$ cat src/rtl/tcb_lib_arbiter_2to1_if.sv
// TCB bus bundle: one manager-to-subordinate request/response channel.
interface tcb_lib_arbiter_2to1_if #(
  parameter int unsigned ABW = 32,
  parameter int unsigned DBW = 32,
  parameter int unsigned SLW = 8
);
  localparam int unsigned BEW = DBW / SLW;

  logic           vld;
  logic           lck;
  logic           wen;
  logic [ABW-1:0] adr;
  logic [BEW-1:0] ben;
  logic [DBW-1:0] wdt;
  logic           rdy;
  logic [DBW-1:0] rdt;
  logic           err;

  // master drives the request, slave answers with ready and response
  modport master (output vld, lck, wen, adr, ben, wdt, input  rdy, rdt, err);
  modport slave  (input  vld, lck, wen, adr, ben, wdt, output rdy, rdt, err);
endinterface

$ cat src/rtl/tcb_lib_arbiter_2to1.sv
// Two-manager to one-subordinate TCB arbiter.
// Round-robin between managers, with bus lock and stall hold, plus a fixed
// DLY-cycle response router that steers read data/error back to the manager
// that issued each transfer.
module tcb_lib_arbiter_2to1 #(
  parameter int unsigned ABW = 32,
  parameter int unsigned DBW = 32,
  parameter int unsigned SLW = 8,
  parameter int unsigned DLY = 1
)(
  input  logic                   clk,
  input  logic                   rst_n,
  tcb_lib_arbiter_2to1_if.slave  m0,
  tcb_lib_arbiter_2to1_if.slave  m1,
  tcb_lib_arbiter_2to1_if.master s
);
  localparam int unsigned BEW = DBW / SLW;

  logic           r_ptr;
  logic           r_lck_vld;
  logic           r_lck_idx;
  logic           r_hld_vld;
  logic           r_hld_idx;

  logic [1:0]     w_vld;
  logic [1:0]     w_gnt;
  logic           w_gidx;
  logic           w_xfr;
  logic           w_rsp_vld;
  logic           w_rsp_idx;
  logic           w_rsp_on;

  logic           w_s_vld;
  logic           w_s_lck;
  logic           w_s_wen;
  logic [ABW-1:0] w_s_adr;
  logic [BEW-1:0] w_s_ben;
  logic [DBW-1:0] w_s_wdt;

  assign w_vld = {m1.vld, m0.vld};

  // Grant: lock owner first, then a stalled holder, then round-robin.
  // Only registered state and manager valids feed this, never s.rdy.
  always_comb begin
    w_gnt = 2'b00;
    if (!rst_n) begin
      w_gnt = 2'b00;
    end else if (r_lck_vld) begin
      w_gnt = r_lck_idx ? 2'b10 : 2'b01;
    end else if (r_hld_vld) begin
      w_gnt = r_hld_idx ? 2'b10 : 2'b01;
    end else if (w_vld == 2'b11) begin
      w_gnt = r_ptr ? 2'b10 : 2'b01;
    end else begin
      w_gnt = w_vld;
    end
  end

  assign w_gidx = w_gnt[1];

  // Forward the granted manager's request; everything zero when nobody holds the bus.
  always_comb begin
    w_s_lck = 1'b0;
    w_s_wen = 1'b0;
    w_s_adr = '0;
    w_s_ben = '0;
    w_s_wdt = '0;
    if (w_gnt[0]) begin
      w_s_lck = m0.lck;
      w_s_wen = m0.wen;
      w_s_adr = m0.adr;
      w_s_ben = m0.ben;
      w_s_wdt = m0.wdt;
    end else if (w_gnt[1]) begin
      w_s_lck = m1.lck;
      w_s_wen = m1.wen;
      w_s_adr = m1.adr;
      w_s_ben = m1.ben;
      w_s_wdt = m1.wdt;
    end
  end

  assign w_s_vld = |(w_vld & w_gnt);
  assign w_xfr   = w_s_vld & s.rdy;

  assign s.vld = w_s_vld;
  assign s.lck = w_s_lck;
  assign s.wen = w_s_wen;
  assign s.adr = w_s_adr;
  assign s.ben = w_s_ben;
  assign s.wdt = w_s_wdt;

  assign m0.rdy = s.rdy & w_gnt[0];
  assign m1.rdy = s.rdy & w_gnt[1];

  // Arbitration state: priority pointer, lock ownership and stall hold.
  always_ff @(posedge clk) begin
    if (!rst_n) begin
      r_ptr     <= 1'b0;
      r_lck_vld <= 1'b0;
      r_lck_idx <= 1'b0;
      r_hld_vld <= 1'b0;
      r_hld_idx <= 1'b0;
    end else begin
      if (w_xfr) begin
        r_ptr <= ~w_gidx;
        if (w_s_lck) begin
          r_lck_vld <= 1'b1;
          r_lck_idx <= w_gidx;
        end else if (r_lck_vld && (r_lck_idx == w_gidx)) begin
          r_lck_vld <= 1'b0;
        end
      end
      // a stalled request keeps its grant until it finally transfers
      r_hld_vld <= w_s_vld & ~s.rdy;
      r_hld_idx <= w_gidx;
    end
  end

  generate
    if (DLY == 0) begin : g_rsp_now
      assign w_rsp_vld = w_xfr;
      assign w_rsp_idx = w_gidx;
    end else begin : g_rsp_pipe
      logic [DLY-1:0] r_rsp_vld;
      logic [DLY-1:0] r_rsp_idx;

      // Response tracker: one {valid, owner} entry per outstanding cycle, never stalls.
      always_ff @(posedge clk) begin
        if (!rst_n) begin
          r_rsp_vld <= '0;
          r_rsp_idx <= '0;
        end else begin
          r_rsp_vld[0] <= w_xfr;
          r_rsp_idx[0] <= w_gidx;
          for (int k = 1; k < int'(DLY); k++) begin
            r_rsp_vld[k] <= r_rsp_vld[k-1];
            r_rsp_idx[k] <= r_rsp_idx[k-1];
          end
        end
      end

      assign w_rsp_vld = r_rsp_vld[DLY-1];
      assign w_rsp_idx = r_rsp_idx[DLY-1];
    end
  endgenerate

  assign w_rsp_on = rst_n & w_rsp_vld;

  assign m0.rdt = (w_rsp_on & ~w_rsp_idx) ? s.rdt : '0;
  assign m0.err = w_rsp_on & ~w_rsp_idx & s.err;
  assign m1.rdt = (w_rsp_on &  w_rsp_idx) ? s.rdt : '0;
  assign m1.err = w_rsp_on &  w_rsp_idx & s.err;

endmodule

$ cat src/flat_wrapper.sv
// flat-port wrapper written by rule: the top's interface ports become plain ports
module tcb_lib_arbiter_2to1_flat 
#(
  parameter int unsigned ABW = 32,
  parameter int unsigned DBW = 32,
  parameter int unsigned SLW = 8,
  parameter int unsigned DLY = 1
)
  (clk, rst_n, m0_vld, m0_lck, m0_wen, m0_adr, m0_ben, m0_wdt, m0_rdy, m0_rdt, m0_err, m1_vld, m1_lck, m1_wen, m1_adr, m1_ben, m1_wdt, m1_rdy, m1_rdt, m1_err, s_vld, s_lck, s_wen, s_adr, s_ben, s_wdt, s_rdy, s_rdt, s_err);
  tcb_lib_arbiter_2to1_if #(.ABW(ABW), .DBW(DBW), .SLW(SLW)) m0_i ();
  tcb_lib_arbiter_2to1_if #(.ABW(ABW), .DBW(DBW), .SLW(SLW)) m1_i ();
  tcb_lib_arbiter_2to1_if #(.ABW(ABW), .DBW(DBW), .SLW(SLW)) s_i ();
  input  logic clk;
  input  logic rst_n;
  input wire logic [$bits(m0_i.vld)-1:0] m0_vld;
  input wire logic [$bits(m0_i.lck)-1:0] m0_lck;
  input wire logic [$bits(m0_i.wen)-1:0] m0_wen;
  input wire logic [$bits(m0_i.adr)-1:0] m0_adr;
  input wire logic [$bits(m0_i.ben)-1:0] m0_ben;
  input wire logic [$bits(m0_i.wdt)-1:0] m0_wdt;
  output wire logic [$bits(m0_i.rdy)-1:0] m0_rdy;
  output wire logic [$bits(m0_i.rdt)-1:0] m0_rdt;
  output wire logic [$bits(m0_i.err)-1:0] m0_err;
  input wire logic [$bits(m1_i.vld)-1:0] m1_vld;
  input wire logic [$bits(m1_i.lck)-1:0] m1_lck;
  input wire logic [$bits(m1_i.wen)-1:0] m1_wen;
  input wire logic [$bits(m1_i.adr)-1:0] m1_adr;
  input wire logic [$bits(m1_i.ben)-1:0] m1_ben;
  input wire logic [$bits(m1_i.wdt)-1:0] m1_wdt;
  output wire logic [$bits(m1_i.rdy)-1:0] m1_rdy;
  output wire logic [$bits(m1_i.rdt)-1:0] m1_rdt;
  output wire logic [$bits(m1_i.err)-1:0] m1_err;
  output wire logic [$bits(s_i.vld)-1:0] s_vld;
  output wire logic [$bits(s_i.lck)-1:0] s_lck;
  output wire logic [$bits(s_i.wen)-1:0] s_wen;
  output wire logic [$bits(s_i.adr)-1:0] s_adr;
  output wire logic [$bits(s_i.ben)-1:0] s_ben;
  output wire logic [$bits(s_i.wdt)-1:0] s_wdt;
  input wire logic [$bits(s_i.rdy)-1:0] s_rdy;
  input wire logic [$bits(s_i.rdt)-1:0] s_rdt;
  input wire logic [$bits(s_i.err)-1:0] s_err;
  assign m0_i.vld = m0_vld;
  assign m0_i.lck = m0_lck;
  assign m0_i.wen = m0_wen;
  assign m0_i.adr = m0_adr;
  assign m0_i.ben = m0_ben;
  assign m0_i.wdt = m0_wdt;
  assign m0_rdy = m0_i.rdy;
  assign m0_rdt = m0_i.rdt;
  assign m0_err = m0_i.err;
  assign m1_i.vld = m1_vld;
  assign m1_i.lck = m1_lck;
  assign m1_i.wen = m1_wen;
  assign m1_i.adr = m1_adr;
  assign m1_i.ben = m1_ben;
  assign m1_i.wdt = m1_wdt;
  assign m1_rdy = m1_i.rdy;
  assign m1_rdt = m1_i.rdt;
  assign m1_err = m1_i.err;
  assign s_vld = s_i.vld;
  assign s_lck = s_i.lck;
  assign s_wen = s_i.wen;
  assign s_adr = s_i.adr;
  assign s_ben = s_i.ben;
  assign s_wdt = s_i.wdt;
  assign s_i.rdy = s_rdy;
  assign s_i.rdt = s_rdt;
  assign s_i.err = s_err;
  tcb_lib_arbiter_2to1 #(.ABW(ABW), .DBW(DBW), .SLW(SLW), .DLY(DLY)) u_core (.clk(clk), .rst_n(rst_n), .m0(m0_i), .m1(m1_i), .s(s_i));
endmodule
$ cat config.mk
export PLATFORM = sky130hd
export DESIGN_NAME = tcb_lib_arbiter_2to1_flat
export DESIGN_NICKNAME = d
export VERILOG_FILES = /design/src/rtl/tcb_lib_arbiter_2to1_if.sv /design/src/rtl/tcb_lib_arbiter_2to1.sv /design/src/flat_wrapper.sv
export SDC_FILE = /design/constraint.sdc
export NUM_CORES = 1
export LEC_CHECK = 0
export ABC_AREA = 1
export CELL_PAD_IN_SITES_DETAIL_PLACEMENT = 1
export CELL_PAD_IN_SITES_GLOBAL_PLACEMENT = 1
export CORE_ASPECT_RATIO = 2
export CORE_UTILIZATION = 11
export CTS_BUF_LIST = sky130_fd_sc_hd__clkbuf_2 sky130_fd_sc_hd__clkbuf_4 sky130_fd_sc_hd__clkbuf_8
export CTS_CLUSTER_SIZE = 24
export DETAILED_ROUTE_END_ITERATION = 12
export PLACE_DENSITY = 0.88
export SKIP_LAST_GASP = 1
export SYNTH_ARGS = -nofsm -noshare
export SYNTH_HDL_FRONTEND = slang
export SYNTH_SLANG_ARGS = --single-unit
$ cat constraint.sdc
create_clock -name clk -period 1.9 [get_ports clk]
set_input_delay 0.19 -clock clk [delete_from_list [all_inputs] [get_ports clk]]
set_output_delay 0.19 -clock clk [all_outputs]
set_load 0.005 [all_outputs]
* Word-level counts from Yosys, hierarchy flattened *
Cells that the tools add are included.

storage, ports and cells
  bits in registers = 6
  output and inout bits = 139
  word-level logic and storage cells = 47

operators by class
  equality and inequality tests = 2
  mux-type cells = 21
  reduce and logical (&&, ||, !) cells = 5
  bitwise gates (word level) = 13

operators with widths
  operator            number
  $mux 32             6
  $mux 2              7
  $and 1x1->1         9
  $mux 4              2
  $mux 1              6
  $reduce_and 2->1    2
  $not 1->1           3
  $and 2x2->2         1
  $eq 2x2->1 const B  1
  $reduce_bool 2->1   1
  $reduce_or 2->1     1
  $eq 1x1->1          1
  $logic_and 1x1->1   1

* Longest topological paths before layout *
Gate-level depths: netlist of run 1.

  word-level depth = 9
  depth in mapped cells = 12
  gate-level depth less buffers = 12

* Least setup slack after synthesis of run 1 *
Ideal clock, no wire load.

  path type = register -> output
  start point = register u_core.r_hld_vld
  end point = output port s_adr[0]
  arrival = 1,118 ps
  required time = 1,710 ps
  cell stages (with the launch flop) = 10
  buffers on the path = 1
  setup slack = 592 ps
  cells stage by stage = dfxtp_1 > inv_2 > nor2_2 > nor2_1 > nand2_1 > nand2_2 > nand3_2 > inv_4 > buf_6 > a32o_1

between the ends
  word-level cells in the longest chain between the ends = 5

RTL lines
  element                 line                         text
  from (decl)             tcb_lib_arbiter_2to1.sv:22   logic r_hld_vld;
  from (signal assigned)  tcb_lib_arbiter_2to1.sv:115  r_hld_vld <= w_s_vld & ~s.rdy;
  $mux 2 *                tcb_lib_arbiter_2to1.sv:50   end else if (r_hld_vld) begin
  $mux 2 *                tcb_lib_arbiter_2to1.sv:48   end else if (r_lck_vld) begin
  $mux 2 *                tcb_lib_arbiter_2to1.sv:46   if (!rst_n) begin
  $mux 32                 tcb_lib_arbiter_2to1.sv:74   end else if (w_gnt[1]) begin
  $mux 32 *               tcb_lib_arbiter_2to1.sv:68   if (w_gnt[0]) begin
  to (decl)               flat_wrapper.sv:36           output wire logic [$bits(s_i.adr)-1:0] s_adr;

Mark *: on every way between the ends. The rest lies on a longest branch, timed or not.

* Final worst setup path of run 1 *
  start point = register u_core.r_hld_vld
  end point = output port s_adr[23]

Same word-level chain as after synthesis.

==> flow_metrics.tcl, run 1 <==
set metrics [dict create \
    status "finished, violations left" \
    violations "setup timing" \
    place.detailed.hpwl_um 10400 \
    end_kind "primary output" \
    slowest_delay_ps 320 \
    tightest_slew_ps 309 \
    dr.first_iter.drc_count 67 \
    r2r_start "u_core.r_hld_vld" \
    fin_hold_ws_ps 386 \
    path_cells "inv_2 > nor2_2 > nor2_1 > nand2_1 > nand2_2 > nand3_4 > inv_8 > buf_4 > buf_6 > buf_4 > a32o_1 > dlygate4sd2_1" \
    hold_viol_final 0 \
    power_frac_comb 0.800 \
    core_sq_um 14400 \
    clk_pin_slew_ps 40 \
    stdcell_count 788 \
    rsz0062_at_grt "yes" \
    synthFlopType "dfxtp_1" \
    grt_pass1_vias 3626 \
    final.setup.worst_slack_ps -200 \
    worstHoldStart "rst_n" \
    syn_area_sq_um 1610 \
    wirelength_um 14600 \
    dp_cells 753 \
    p_per_area_nw_per_um2 283 \
    total_power_mw 1.62 \
    pwr-share-seq 0.086 \
    p_leak_nw 3.21 \
    synthArstFlopShare 0 \
    clk_latency_ps 220 \
    syn_inst 247 \
    cp_data_arrival_time_ps 1910 \
    die_w_um 87.6 \
    h-tree-depth 1 \
    clkPwrFrac 0.114 \
    sw_frac_of_total 0.319 \
    initial_utilization 0.112 \
    postRouteAntennaNets 0 \
    min_period_ps 2100 \
    slowest_stage "dfxtp_2" \
    netlist_top_cells_count "nor2_1 (73), a32o_1 (69), inv_1 (38)" \
    path_common_cell "buf_4" \
    synth_top_area_cell "a32o_1" \
    track_usage 0.164 \
    p_int_mw 1.10 \
    yosysMostFrequentCell "nor2_1" \
    seq_area_frac_synth 0.0745 \
    syn2layout_area_growth_pct 254 \
    path_class "register to primary output" \
    cts_tree "built" \
    timing.fmax_ghz 0.476 \
    routabilityCongestion 0.764 \
    io_buffers 316 \
    ioPinCount 317 \
    switchingPower_uw 515 \
    dieHeight_um 173 \
    ys_types 22 \
    antenna_found_initial 1 \
    overflow 0 \
    grt_max_degree 58 \
    synth_edf_count 0 \
    startpoint "u_core.r_hld_vld" \
    vias_per_cell 4.45 \
    crit_fanout 6 \
    dr_total_vias 3508 \
    fin_util 0.398 \
    numClockSinks 6 \
    nNetsFinal 775 \
    worstPathRequired_ps 1710 \
    grt_first_pass_wirelength_um 19100 \
    syn_nets 425 \
    slew_viol_final 0 \
    maxSlewHeadroom 0.794 \
    drc 0 \
    drive_above_1_share 0.195 \
    hold_class "input pin to register" \
    pre_cts_ws_ps -464 \
    peakVddDrop_uv 309 \
    detail_route.first_pass.iterations 4 \
    synth_top_area_frac 0.429 \
    synth.avg_cell_area_sq_um 6.52 \
    fin_crit_sh 1.11 \
    ys_ff_latch 6 \
    die_area_sq_um 15200 \
    final-setup-viol-count 44 \
    skew_ps 1.72 \
    rows 62 \
    cap_violations 0 \
    cts_inserted_buffers 3 \
    clockRootBuffer "clkbuf_8" \
    start_kind "register" \
    clockBufferDepth 2 \
    wl_per_cell_um 18.5 \
    yosysWarnings 0 \
    yosys-top-cells-area "a32o_1 (43%), nor2_1 (17%), inv_1 (8.9%), dfxtp_1 (7.5%), buf_6 (4.9%)" \
]
-- worst max-delay path, delay by kind of cell, from the launching register on --
kind	cells	cell delay, ps
buffers and inverters	6	740
and+or+nand+nor	5	390
DFF	1	320
AOI/OAI and AO/OA	1	210
-- final cells by class --
class | count | area (sq um)
Clock buffer | 3 | 41.3
Sequential cell | 6 | 124
Tap cell | 192 | 240
Inverter | 41 | 161
Multi-Input combinational cell | 171 | 1230
Timing Repair inverter | 1 | 6.26
Fill cell | 1682 | 8640
Antenna cell | 1 | 2.50
Timing Repair Buffer | 373 | 3910
-- power by group through the flow --
stage / clock (mW) / sequential [mW] / combinational [mW]
after CTS: 0.186 / 0.138 / 1.29
final: 0.184 / 0.139 / 1.29
after global placement: 0 / 0.139 / 1.16
after detailed placement: 0 / 0.139 / 1.18
after global routing: 0.199 / 0.140 / 1.37
after floorplan: 0 / 0.138 / 0.362
-- what timing repair did --
action,4_1_cts,5_1_grt
setup buffers,13,6
cloned,9,3
endpoints found under the setup margin,80,118
resized for setup,137,71
pin swaps,0,0
hold buffers,0,0
-- metrics by stage --
step	cell area, sq um	setup TNS, ps
after floorplan	1610	0
after global placement	5110	-26670
after detailed placement	5110	-28600
after CTS	5480	-11990
after global routing	5710	-11100
final	5710	-4920
-- layout by cell type (no fill, tap or decap), types with 2 or more instances in the layout --
cell type	synthesis	routed
nor2_2	1	4
clkdlybuf4s50_1	0	216
buf_12	0	9
dfxtp_2	0	3
buf_4	1	29
dlymetal6s2s_1	0	43
clkbuf_2	0	10
clkbuf_8	0	3
nand2_1	8	7
buf_2	11	17
buf_16	0	4
inv_2	2	2
a32o_2	0	2
clkdlybuf4s15_1	0	3
nand3b_1	2	2
clkbuf_16	0	3
dlygate4sd2_1	0	27
nor2_1	73	66
nand4_1	2	2
nand3_1	3	2
dfxtp_1	6	3
bufbuf_16	0	4
buf_6	7	8
inv_1	38	38
a32o_1	69	67
a21oi_1	2	2
nand2_2	4	5
nand3_4	1	3
nor2_4	0	4
-- per-layer routing --
metal / vias to the layer above / track usage / routed length, um / part of all wire
met4: 0 / 0.0294 / 452 / 0.031
li1: 1599 / - / - / -
met1: 1618 / 0.139 / 4460 / 0.31
met3: 28 / 0.0434 / 1530 / 0.11
met5: - / 0 / 0 / 0
met2: 263 / 0.355 / 8150 / 0.56
-- final timing paths --
path                            cells past startpoint          endpoint  slack, ps
worst max-delay path                               12         s_adr[23]       -200
worst min-delay path                                3  u_core.r_lck_idx        390
worst max register to register                     14      u_core.r_ptr        190
worst min register to register                      2  u_core.r_lck_vld        490
-- cells by family (layout without fill, tap and decap cells) --
logic type	count (synthesis)	after routing	synth area share
flops	6	6	0.0745
simple gates	99	99	0.279
other cells	0	1	0
buf+inv	70	418	0.208
compound gates	72	72	0.438
-- state kept, by name, indices dropped and copies added (netlist names) --
register,cells
u_core.g_rsp_pipe.r_rsp_vld,1
u_core.r_hld_idx,1
u_core.r_hld_vld,1
u_core.r_lck_idx,1
u_core.r_lck_vld,1
u_core.r_ptr,1
Power figures use the tool's default switching activity.
==> run 2: changes to the inputs <==
--- a/config.mk
+++ b/config.mk
@@ -14,6 +14,7 @@
 export CTS_CLUSTER_SIZE = 24
 export DETAILED_ROUTE_END_ITERATION = 12
 export PLACE_DENSITY = 0.88
+export SETUP_SLACK_MARGIN = 0.3
 export SKIP_LAST_GASP = 1
 export SYNTH_ARGS = -nofsm -noshare
 export SYNTH_HDL_FRONTEND = slang
==> run 2 against run 1 <==
  * The flow still finishes with violations (setup timing)
  * Routed wire length rose by 3.0%
  * Hold slack got worse by 19 ps
  * Via count is 2.9% higher
  * Worst setup slack improved by 150 ps
  * Total power up 7.4%
  * Final area increased by 5.8%
  * Cell count up 4.8%
  * Non-clock buffer count up 38
  * Global-route usage grew 1.4 points
  * Critical path type unchanged
  * Critical endpoint is now s_adr[3]
  * Largest cell class unchanged
  * Largest power group unchanged
==> flow_metrics.tcl, run 2 (same netlist as run 1, synthesis figures left out) <==
set metrics [dict create \
    status "finished, violations left" \
    violations "setup timing" \
    numClockSinks 6 \
    detail_route.first_pass.iterations 4 \
    io_buffers 316 \
    grt_max_degree 58 \
    crit_fanout 9 \
    cp_data_arrival_time_ps 1760 \
    final-setup-viol-count 30 \
    drive_above_1_share 0.398 \
    worstPathRequired_ps 1710 \
    fin_setup_tns_ps -571 \
    track_usage 0.179 \
    tightest_slew_ps 323 \
    layout_commonest_cell "clkdlybuf4s50_1" \
    nNetsFinal 813 \
    slowest_delay_ps 310 \
    core_sq_um 14400 \
    clockRootBuffer "clkbuf_8" \
    path_class "register to primary output" \
    maxSlewHeadroom 0.785 \
    path_cells "inv_2 > nor2_4 > inv_1 > nand2_1 > nand2_2 > nand2_8 > buf_12 > buf_12 > buf_6 > a32o_1 > buf_2" \
    p_int_mw 1.16 \
    timing.fmax_ghz 0.512 \
    fillers 1665 \
    whs_path_depth 3 \
    initial_utilization 0.112 \
    final.setup.worst_slack_ps -54.5 \
    drc 0 \
    min_period_ps 1950 \
    grt_pass1_vias 3886 \
    hold_class "input pin to register" \
    vias_per_cell 4.37 \
    slew_viol_final 0 \
    power_frac_comb 0.814 \
    dr.first_iter.drc_count 93 \
    place.detailed.hpwl_um 10400 \
    sw_frac_of_total 0.329 \
    grt_first_pass_wirelength_um 20700 \
    hold_viol_final 0 \
    final_cell_mix "clkdlybuf4s50_1 (205), buf_2 (81), a32o_1 (65)" \
    rsz0062_at_grt "yes" \
    peakVddDrop_uv 257 \
    antenna_found_initial 1 \
    min_to "u_core.r_ptr" \
    die_area_sq_um 15200 \
    reg2reg_depth 16 \
    clockBufferDepth 2 \
    fin_crit_sh 1.03 \
    rows 62 \
    clk_latency_ps 220 \
    dr_total_vias 3609 \
    stdcell_count 826 \
    clk_pin_slew_ps 40 \
    startpoint "u_core.r_hld_vld" \
    start_kind "register" \
    wirelength_um 15000 \
    die_w_um 87.6 \
    cts_tree "built" \
    h-tree-depth 1 \
    postRouteAntennaNets 0 \
    dp_cells 753 \
    path_common_cell "buf_12" \
    clkPwrFrac 0.106 \
    r2r_start "u_core.r_hld_vld" \
    slowest_stage "dfxtp_2" \
    dieHeight_um 173 \
    pwr-share-seq 0.080 \
    rrSetupSlack_ps 240 \
    p_per_area_nw_per_um2 287 \
    worstHoldStart "rst_n" \
    end_kind "primary output" \
    p_leak_nw 2.78 \
    cap_violations 0 \
    switchingPower_uw 571 \
    wl_per_cell_um 18.2 \
    rr_endpoint "u_core.r_lck_idx" \
    total_power_mw 1.73 \
    ioPinCount 317 \
    syn2layout_area_growth_pct 275 \
    overflow 0 \
    skew_ps 1.74 \
    routabilityCongestion 0.764 \
    cts_inserted_buffers 3 \
]
-- run 2: power by group through the flow --
stage          sequential [mW]  combinational [mW]  clock, mW
2_1_floorplan            0.138               0.362          0
3_3_place_gp             0.139                1.16          0
3_5_place_dp             0.139                1.18          0
4_1_cts                  0.139                1.38      0.186
5_1_grt                  0.140                1.50      0.202
6_report                 0.139                1.41      0.183
-- run 2: area by class of cell --
class	instances	area [sq um]	share of cell area
Tap cell	192	240	0.0398
Antenna cell	1	2.50	0.000414
Clock buffer	3	41.3	0.00684
Multi-Input combinational cell	171	1420	0.236
Timing Repair Buffer	411	4040	0.668
Sequential cell	6	126	0.0209
Inverter	41	161	0.0267
Timing Repair inverter	1	8.76	0.00145
-- run 2: repair_timing --
item | 4_1_cts | 5_1_grt
cloned | 12 | 1
gates resized for setup | 394 | 150
setup endpoints to repair | 142 | 143
pin swaps | 31 | 19
hold buffers | 0 | 0
setup buffers | 49 | 7
-- run 2: per-layer routing --
layer	vias up	global-route usage	part of all wire
met5	-	0	0
met1	1647	0.157	0.32
met4	0	0.0389	0.027
met2	259	0.377	0.56
li1	1679	-	-
met3	24	0.0458	0.094
-- run 2: per-stage QoR --
step | worst slack, ps | hold WS, ps | area [sq um] | utilization
global route | -141 | 388 | 6040 | 0.421
detailed placement | -464 | 484 | 5110 | 0.356
global placement | -438 | 461 | 5110 | 0.356
finish | -54.5 | 366 | 6040 | 0.421
CTS | -98.0 | 366 | 5780 | 0.403
floorplan | 592 | 259 | 1610 | -
-- run 2: worst max path at each step --
stage	cells past startpoint	endpoint	slack, ps
final	11	s_adr[3]	-50
after global routing	11	s_adr[23]	-140
after CTS	12	s_adr[21]	-100
after detailed placement	10	s_adr[21]	-460
after global placement	10	s_adr[16]	-440
after floorplan	9	s_adr[0]	590
-- run 2: critical path, delay by kind of cell, from the launching register on --
kind | cells | cell delay, ps
compound gates | 1 | 250
buf+inv | 6 | 650
flops | 1 | 310
simple gates | 4 | 320
